$ cat config.mk
export PLATFORM = sky130hd
export DESIGN_NAME = dmem_arbiter
export DESIGN_NICKNAME = d
export VERILOG_FILES = /design/src/rtl/mips_mem_pkg.sv /design/src/rtl/dmem_lane_decode.sv /design/src/rtl/dmem_arbiter.sv
export SDC_FILE = /design/constraint.sdc
export NUM_CORES = 1
export LEC_CHECK = 0
export ABC_AREA = 1
export BUFFER_PORTS_ARGS = -buffer_cell sky130_fd_sc_hd__buf_2
export CAP_MARGIN = 40
export CORE_AREA = 2 2 120 122
export CTS_CLUSTER_DIAMETER = 50
export CTS_CLUSTER_SIZE = 8
export DETAILED_ROUTE_END_ITERATION = 6
export DIE_AREA = 0 0 122 124
export REMOVE_ABC_BUFFERS = 1
export SYNTH_ARGS = -nofsm -noshare
export SYNTH_HDL_FRONTEND = slang
export SYNTH_SLANG_ARGS = --single-unit
$ cat constraint.sdc
create_clock -name clk -period 7.05 [get_ports clk]
set_input_delay 0.705 -clock clk [delete_from_list [all_inputs] [get_ports clk]]
set_output_delay 0.705 -clock clk [all_outputs]
set_load 0.005 [all_outputs]
$ cat src/rtl/mips_mem_pkg.sv
// Shared types and constants for the data-memory arbiter and its lane decoder.
package mips_mem_pkg;

    typedef enum logic [1:0] {
        MW_READ = 2'b00,
        MW_BYTE = 2'b01,
        MW_HALF = 2'b10,
        MW_WORD = 2'b11
    } memwrite_t;

    typedef enum logic {
        ARB_IDLE  = 1'b0,
        ARB_RDATA = 1'b1
    } arb_state_t;

    localparam logic [3:0] BE_ALL = 4'b1111;

endpackage

$ cat src/rtl/dmem_lane_decode.sv
// Converts a size code and the low address bits into byte enables, lane-replicated
// store data and a misalignment flag. Reads report all lanes enabled.
module dmem_lane_decode
    import mips_mem_pkg::*;
(
    input  memwrite_t   size,
    input  logic [1:0]  adr_lo,
    input  logic [31:0] wdata,
    output logic [3:0]  be,
    output logic [31:0] lane_wdata,
    output logic        misaligned
);

    // Lane selection and data replication by access size.
    always_comb begin
        be         = BE_ALL;
        lane_wdata = wdata;
        misaligned = 1'b0;
        case (size)
            MW_BYTE: begin
                be         = 4'b0001 << adr_lo;
                lane_wdata = {4{wdata[7:0]}};
            end
            MW_HALF: begin
                be         = adr_lo[1] ? 4'b1100 : 4'b0011;
                lane_wdata = {2{wdata[15:0]}};
                misaligned = adr_lo[0];
            end
            MW_WORD: begin
                misaligned = (adr_lo != 2'b00);
            end
            default: begin
                be         = BE_ALL;
                lane_wdata = wdata;
            end
        endcase
    end

endmodule

$ cat src/rtl/dmem_arbiter.sv
// Round-robin arbiter sharing one synchronous data RAM between the core's
// load/store port (r0) and the loader/debug port (r1).
//
// state     | meaning
// ARB_IDLE  | arbitrate; grant a read or store combinationally
// ARB_RDATA | memory returns read data to the owner; no grant
module dmem_arbiter
    import mips_mem_pkg::*;
#(
    parameter int AW = 32,
    parameter int DW = 32
) (
    input  logic          clk,
    input  logic          reset,
    input  logic          r0_req,
    input  logic [AW-1:0] r0_adr,
    input  logic [DW-1:0] r0_wdata,
    input  logic [1:0]    r0_memwrite,
    output logic          r0_gnt,
    output logic          r0_rvalid,
    output logic [DW-1:0] r0_rdata,
    output logic          r0_err,
    input  logic          r1_req,
    input  logic [AW-1:0] r1_adr,
    input  logic [DW-1:0] r1_wdata,
    input  logic [1:0]    r1_memwrite,
    output logic          r1_gnt,
    output logic          r1_rvalid,
    output logic [DW-1:0] r1_rdata,
    output logic          r1_err,
    output logic [AW-1:0] m_adr,
    output logic          m_we,
    output logic [3:0]    m_be,
    output logic [DW-1:0] m_wdata,
    output logic          m_re,
    input  logic [DW-1:0] m_rdata
);

    arb_state_t    state;
    logic          owner;
    logic          last;

    logic          sel;
    logic          grant;
    logic [AW-1:0] sel_adr;
    logic [DW-1:0] sel_wdata;
    memwrite_t     sel_size;
    logic          sel_read;
    logic [3:0]    dec_be;
    logic [DW-1:0] dec_wdata;
    logic          misaligned;
    logic          store_ok;

    // Pick the winner: on a tie the requester that did not win last time.
    always_comb begin
        if (r0_req && r1_req) sel = ~last;
        else                  sel = r1_req;
        grant     = reset && (state == ARB_IDLE) && (r0_req || r1_req);
        sel_adr   = sel ? r1_adr : r0_adr;
        sel_wdata = sel ? r1_wdata : r0_wdata;
        sel_size  = memwrite_t'(sel ? r1_memwrite : r0_memwrite);
        sel_read  = (sel_size == MW_READ);
    end

    dmem_lane_decode u_lane (
        .size       (sel_size),
        .adr_lo     (sel_adr[1:0]),
        .wdata      (sel_wdata),
        .be         (dec_be),
        .lane_wdata (dec_wdata),
        .misaligned (misaligned)
    );

    // Memory strobes and requester handshakes; a misaligned store is granted but writes nothing.
    always_comb begin
        store_ok  = grant && !sel_read && !misaligned;
        r0_gnt    = grant && !sel;
        r1_gnt    = grant && sel;
        r0_err    = grant && !sel && !sel_read && misaligned;
        r1_err    = grant && sel && !sel_read && misaligned;
        m_re      = grant && sel_read;
        m_we      = store_ok;
        m_adr     = grant ? {sel_adr[AW-1:2], 2'b00} : '0;
        m_be      = (m_re || store_ok) ? dec_be : 4'b0000;
        m_wdata   = store_ok ? dec_wdata : '0;
        r0_rvalid = (state == ARB_RDATA) && !owner;
        r1_rvalid = (state == ARB_RDATA) && owner;
        r0_rdata  = r0_rvalid ? m_rdata : '0;
        r1_rdata  = r1_rvalid ? m_rdata : '0;
    end

    // Arbitration state: reads take a data-return cycle, stores stay in IDLE.
    always_ff @(posedge clk or negedge reset) begin
        if (!reset) begin
            state <= ARB_IDLE;
            owner <= 1'b0;
            last  <= 1'b1;
        end else begin
            case (state)
                ARB_IDLE: begin
                    if (grant) begin
                        last <= sel;
                        if (sel_read) begin
                            owner <= sel;
                            state <= ARB_RDATA;
                        end
                    end
                end
                ARB_RDATA: state <= ARB_IDLE;
                default:   state <= ARB_IDLE;
            endcase
        end
    end

endmodule

== After elaboration in Yosys (flattened, before gate mapping) ==
Index checks and enable logic that the tools add are counted.

* Register bits: 3
* Bits of input ports: 168
* Output and inout bits: 140
* Word-level logic and storage cells: 49

* Equal/unequal tests: 3
* Shifts and indexed selects: 1
* Multiplexer cells: 16
* Bitwise logic cells: 2
* Reductions and logical operators: 24

{| class="wikitable"
|+ Operators with widths
! cell !! number
|-
| $mux W32 || 6
|-
| $pmux W32 S2 || 1
|-
| $logic_and A1 B1 Y1 || 14
|-
| $mux W4 || 2
|-
| $pmux W4 S2 || 1
|-
| $eq A2 B2 Y1 const B || 2
|-
| $logic_not A1 Y1 || 4
|-
| $pmux W1 S2 || 2
|-
| $shl A1 B2 Y4 const A || 1
|-
| $mux W1 || 3
|-
| $reduce_and A3 Y1 || 1
|-
| $eq A2 B1 Y1 const B || 1
|-
| $logic_not A2 Y1 || 1
|-
| $logic_or A1 B1 Y1 || 2
|-
| $mux W2 || 1
|-
| $not A1 Y1 || 2
|-
| $reduce_and A2 Y1 || 1
|-
| $reduce_bool A2 Y1 || 1
|}

== Longest topological paths before layout ==
* Depth after elaboration: 9
* Gate-level depth with buffers: 15
* Depth with buffers taken out: 11

== By module ==
From an unflattened synthesis, not the netlist that was laid out.

* Cell total of the unflattened synthesis: 540
* Area total of the unflattened synthesis: 2533.7 sq um

{| class="wikitable"
|+ Modules (own cells, without submodules)
! module !! times used !! cells an instance !! area each (sq um) !! seq. area each (sq um)
|-
| dmem_arbiter || 1 || 430 || 1840.5 || 76.3
|-
| dmem_lane_decode || 1 || 110 || 693.2 || 0.0
|}

== Worst setup path before layout ==
No wires, ideal clock.

* Kind: in2out
* From: input r0_req
* To: output m_be[0]
* Arrival time: 2.523 ns
* Data required time: 6.345 ns
* Slack: 3.822 ns
* Cell stages on the path: 13
* Path buffers: 5
* Cell sequence: nand2_2 nand2_2 buf_6 buf_6 buf_2 nand2_1 o21ai_0 ha_1 clkbuf_1 clkbuf_1 nand2_1 nor2_1 nor2_1

* Word-level cells in the longest chain between the ends: 9
* Elaborated cells on any way between the ends: 22
* Those cells by class: eq/ne: 3; shift: 1; mux: 7; reduce/logical: 11

{| class="wikitable"
|+ RTL lines
! what !! line !! text
|-
| start: declaration || dmem_arbiter.sv:15 || <nowiki>input logic r0_req,</nowiki>
|-
| $logic_and A1 B1 Y1 || dmem_arbiter.sv:56 || <nowiki>if (r0_req && r1_req) sel = ~last;</nowiki>
|-
| $mux W1 || dmem_arbiter.sv:56 ||
|-
| $mux W2 or $mux W32 (tied branches) || dmem_arbiter.sv:61, dmem_arbiter.sv:59 ||
|-
| $eq A2 B2 Y1 (tied with other cells) || dmem_lane_decode.sv:19 || <nowiki>case (size)</nowiki>
|-
| $pmux W1 S2 or $logic_not A1 Y1 (tied branches) || dmem_lane_decode.sv:19, dmem_arbiter.sv:76 ||
|-
| $logic_not A1 Y1 or $logic_and A1 B1 Y1 (tied branches) || dmem_arbiter.sv:76 || <nowiki>store_ok = grant && !sel_read && !misaligned;</nowiki>
|-
| $logic_and A1 B1 Y1 || dmem_arbiter.sv:76 ||
|-
| $logic_or A1 B1 Y1 || dmem_arbiter.sv:84 || <nowiki>m_be = (m_re || store_ok) ? dec_be : 4'b0000;</nowiki>
|-
| $mux W4 (*) || dmem_arbiter.sv:84 ||
|-
| end: declaration || dmem_arbiter.sv:33 || <nowiki>output logic [3:0] m_be,</nowiki>
|}

Mark *: on every way between the ends. The rest lies on a longest branch, timed or not.

== Final worst setup path ==
* From: input r0_req
* To: output m_wdata[17]

* Word-level cells in the longest chain between the ends: 8
* Elaborated cells on any way between the ends: 19
* Those cells by class: eq/ne: 3; mux: 7; reduce/logical: 9

{| class="wikitable"
|+ RTL lines
! what !! line !! text
|-
| $logic_and A1 B1 Y1 || dmem_arbiter.sv:56 ||
|-
| $mux W1 || dmem_arbiter.sv:56 ||
|-
| $mux W2 or $mux W32 (tied branches) || dmem_arbiter.sv:61, dmem_arbiter.sv:59 ||
|-
| $eq A2 B2 Y1 (tied with other cells) || dmem_lane_decode.sv:19 ||
|-
| $pmux W1 S2 or $logic_not A1 Y1 (tied branches) || dmem_lane_decode.sv:19, dmem_arbiter.sv:76 ||
|-
| $logic_not A1 Y1 or $logic_and A1 B1 Y1 (tied branches) || dmem_arbiter.sv:76 ||
|-
| $logic_and A1 B1 Y1 || dmem_arbiter.sv:76 ||
|-
| $mux W32 (*) || dmem_arbiter.sv:85 || <nowiki>m_wdata = store_ok ? dec_wdata : '0;</nowiki>
|-
| end: declaration || dmem_arbiter.sv:34 || <nowiki>output logic [DW-1:0] m_wdata,</nowiki>
|}

Marked as above.

==> impl_summary.md <==
Synth
The dominant cell type by area after synthesis is nor2_1. After synthesis, the netlist uses 29 different library cells. In this run the biggest area consumer among cell types represents 17.10% of the synthesized area. Summing the sequential cell areas from Yosys gives 3.549% of the chip area.

The mapped cell area is 2151 um^2. Synthesis produced 435 cells. After synthesis, the cell types taking the most area are nor2_1 17%, nand2_1 17%, inv_1 13%. The mean instance size in the synthesized netlist is 4.944 um^2. Counting flops and latches in the post-synthesis netlist gives 3. The warning count from the yosys run is 0.

Hold path
The worst hold-check path type is in -> async.

Timing
The total count of hold-check failures in the final report came to 0. Timing would allow up to 253.2 MHz. For the final routed database, the setup TNS stands at 0 ps. The worst path meets setup with 3101 ps of slack. The final max-slew violation count is 0. Setup repair after global routing left no endpoint under its margin. The minimum clock period after layout is 3949 ps.

The clock arrives with 1.701 ps of skew. The worst pin sits at a relative slew slack of 54.80%. The slew at the pin with the worst max-slew slack is 678.0 ps. The worst slack on hold paths is 280.6 ps. The part of the cycle the worst path needs is 56.01%. The number of setup violations in the final report is 0.

CTS
The number of instances resized during post-cts repair is 0. The cell at the root of the clock tree is clkbuf_16. The number of setup buffers added after CTS is 0.

CTS built an H-tree with a depth of 1. The number of buffers inserted for hold repair after clock tree synthesis is 0. The clock tree from TritonCTS is yes. After clock tree synthesis, the clock-pin slew on the worst setup and hold paths is 30 ps. The number of buffers created by CTS is 3. The CTS sink count is 3. The number of buffers on the longest clock path is 2. The worst-skew pair later-pin latency is 230 ps.

Cells and area
Excluding fillers, the count of instances in the completed layout stands at 901. Fill cells in the final layout number 1603. The ratio of cells with drive above 1 in the final layout is 48.82%. The number of antenna diodes in the final layout is 0.

The post-synthesis to final-layout area growth is 81.15%. The number of nets in the layout is 894.

GRT
The number of global-route vias before repair came to 3110. Entering global routing, the biggest net connects 42 pins. The first-pass GRT wire length is 15990 um.

The initial antenna violation count is 0. Global routing used 13.17% of the available tracks across all layers. The leftover overflow at the end of global routing is 0.

Worst setup path
The standard cell with the maximum stage delay on the critical path is ha_1. STA puts the critical path data arrival time at 3240 ps. The worst flop-to-flop path startpoint is last. At the worst endpoint, the required time is 6340 ps.

The maximum fanout along the worst path is 20. The signal on the critical path passes through buf_2 -> nand2_2 -> nand2_2 -> nand2_1 -> o21ai_0 -> ha_1 -> o21ai_1 -> o21ai_0 -> inv_1 -> nor2_1 -> buf_2. The endpoint identified for the worst register-to-register timing path is owner. The worst setup path is of the in -> out kind. Measured in cells, the most critical reg-to-reg path has a length of 8. The largest single stage delay on the critical path is 780 ps. The internal reg-to-reg setup slack is 4910 ps.

The worst setup path is captured at an output pin. The worst setup path is launched from a primary input.

Floorplan
The number of rows in the core area is 43. Once the floorplan was initialized, standard cells occupied 15.68% of the core. The floorplan die area is 15130 um^2. The area inside the core boundary is 13720 um^2.

The die span in y is 124 um. From left edge to right edge, the die measures 122 um. The top-level port count is 308.

Power
The power per unit of standard cell area is 111.4 nW/um^2. In this run the static leakage power is 0.002703 uW. VDD sags by at most 0.00005202 V. After layout, the design draws a total of 434.1 uW.

Route
The number of DRC markers after the initial detailed-route iteration is 160. After detailed routing, the average wire length per cell comes to 12.92 um. The number of remaining DRC errors is 0. The total vias in the final route is 3671. The detail-routed via count per cell is 4.074. Once detail routing completed, the nets flagged for antenna violations numbered 0. Summed over all layers, the routed wires come to 11640 um. The first detailed-routing pass ran for 4 iterations.

Placed design
Counting tap cells, the placed design contains a total of 897 instances. At the end of routability-driven placement, the weighted congestion stood at 0.9578. At the placement stage, the worst setup path has a slack of 3137 ps. Detailed placement finished with a half-perimeter wire length of 9905 um. Port buffering added 305 buffers.

Run
The number of max-cap violations is 0.

Outcome
The run finished with clean final reports.
==> cell usage after synthesis <==
cell type / count
nor2_2: 18
a21oi_1: 8
nand2_4: 1
dfstp_2: 1
inv_1: 75
or2_2: 8
nor2_1: 98
nand4_1: 1
dfrtp_1: 2
nand3b_1: 1
conb_1: 1
ha_1: 4
buf_6: 6
clkbuf_1: 10
buf_4: 3
a22o_1: 30
nand3_2: 1
nand3_1: 34
nand3_4: 1
o21ai_2: 1
inv_2: 1
buf_1: 1
nor3_1: 1
o21ai_1: 1
nand2_1: 95
nand2_2: 5
buf_2: 9
mux2_2: 1
o21ai_0: 17
==> logic make-up after synthesis <==
family          share of synthesized area [%]
other cells                            0.1744
buf+inv                                 21.47
mux                                    0.5235
flops                                   3.549
simple gates                            53.29
compound gates                          18.67
fa+ha+maj                               2.327
==> worst max path at each step <==
stage	startpoint	endpoint	slack, ps
6_report	r0_req	m_wdata[17]	3100
5_1_grt	r0_req	m_wdata[17]	2810
4_1_cts	r0_req	m_wdata[10]	3130
3_5_place_dp	r0_req	m_wdata[18]	3140
3_3_place_gp	r0_req	m_wdata[15]	2700
2_1_floorplan	r0_req	m_wdata[0]	3630
==> final cells by class <==
type                            instances  area (um^2)  area share (%)
Multi-Input combinational cell        328         1619           41.55
Inverter                               76        285.3           7.322
Timing Repair Buffer                  310         1612           41.36
Tap cell                              180        225.2           5.780
Clock buffer                            4        78.83           2.023
Sequential cell                         3        76.32           1.959
==> per-stage QoR <==
| step | instance area (um^2) | utilization (%) |
|---|---|---|
| final | 3896 | 28.40 |
| after CTS | 3896 | 28.40 |
| after floorplan | 1978 | - |
| after global routing | 3896 | 28.40 |
| after detailed placement | 3817 | 27.82 |
| after global placement | 3740 | 27.26 |
==> state kept, by name, summed over array words and instances (netlist names) <==
name / cells
last: 1
owner: 1
state: 1
==> layout by cell type, fill, tap and decap left out, types with 2 or more instances in the layout <==
master / count
nand2_1: 95
dfrtp_1: 2
nand2_2: 5
inv_1: 75
nor2_1: 97
ha_1: 4
conb_1: 2
clkbuf_16: 3
nor2_2: 19
o21ai_0: 17
a22o_1: 30
buf_8: 2
or2_2: 8
buf_2: 305
nand3_1: 34
a21oi_1: 8
==> report_power, final <==
part | total, uW | leakage (uW) | switching [uW] | internal, uW
clock | 91.3 | 0.0000382 | 16.6 | 74.7
combinational | 319 | 0.00263 | 183 | 136
sequential | 23.7 | 0.0000363 | 2.19 | 21.5
total | 434 | 0.00270 | 201 | 233
==> routing by layer <==
metal / up-vias / share of wire, % / global-route usage, % / wire length, um
met5: - / 0 / 0 / 0
met4: 0 / 1.6 / 3.233 / 192
met3: 15 / 5.2 / 1.282 / 603
met2: 150 / 49 / 21.47 / 5704
met1: 1601 / 44 / 18.61 / 5140
li1: 1905 / - / - / -
==> critical path: cells and delay by family <==
family / cells / cell delay (ps)
adders and majority gates: 1 / 780
buffers and inverters: 3 / 320
and+or+nand+nor: 4 / 510
AOI/OAI and AO/OA: 3 / 920
No activity file was read; power rests on OpenSTA's default activity.
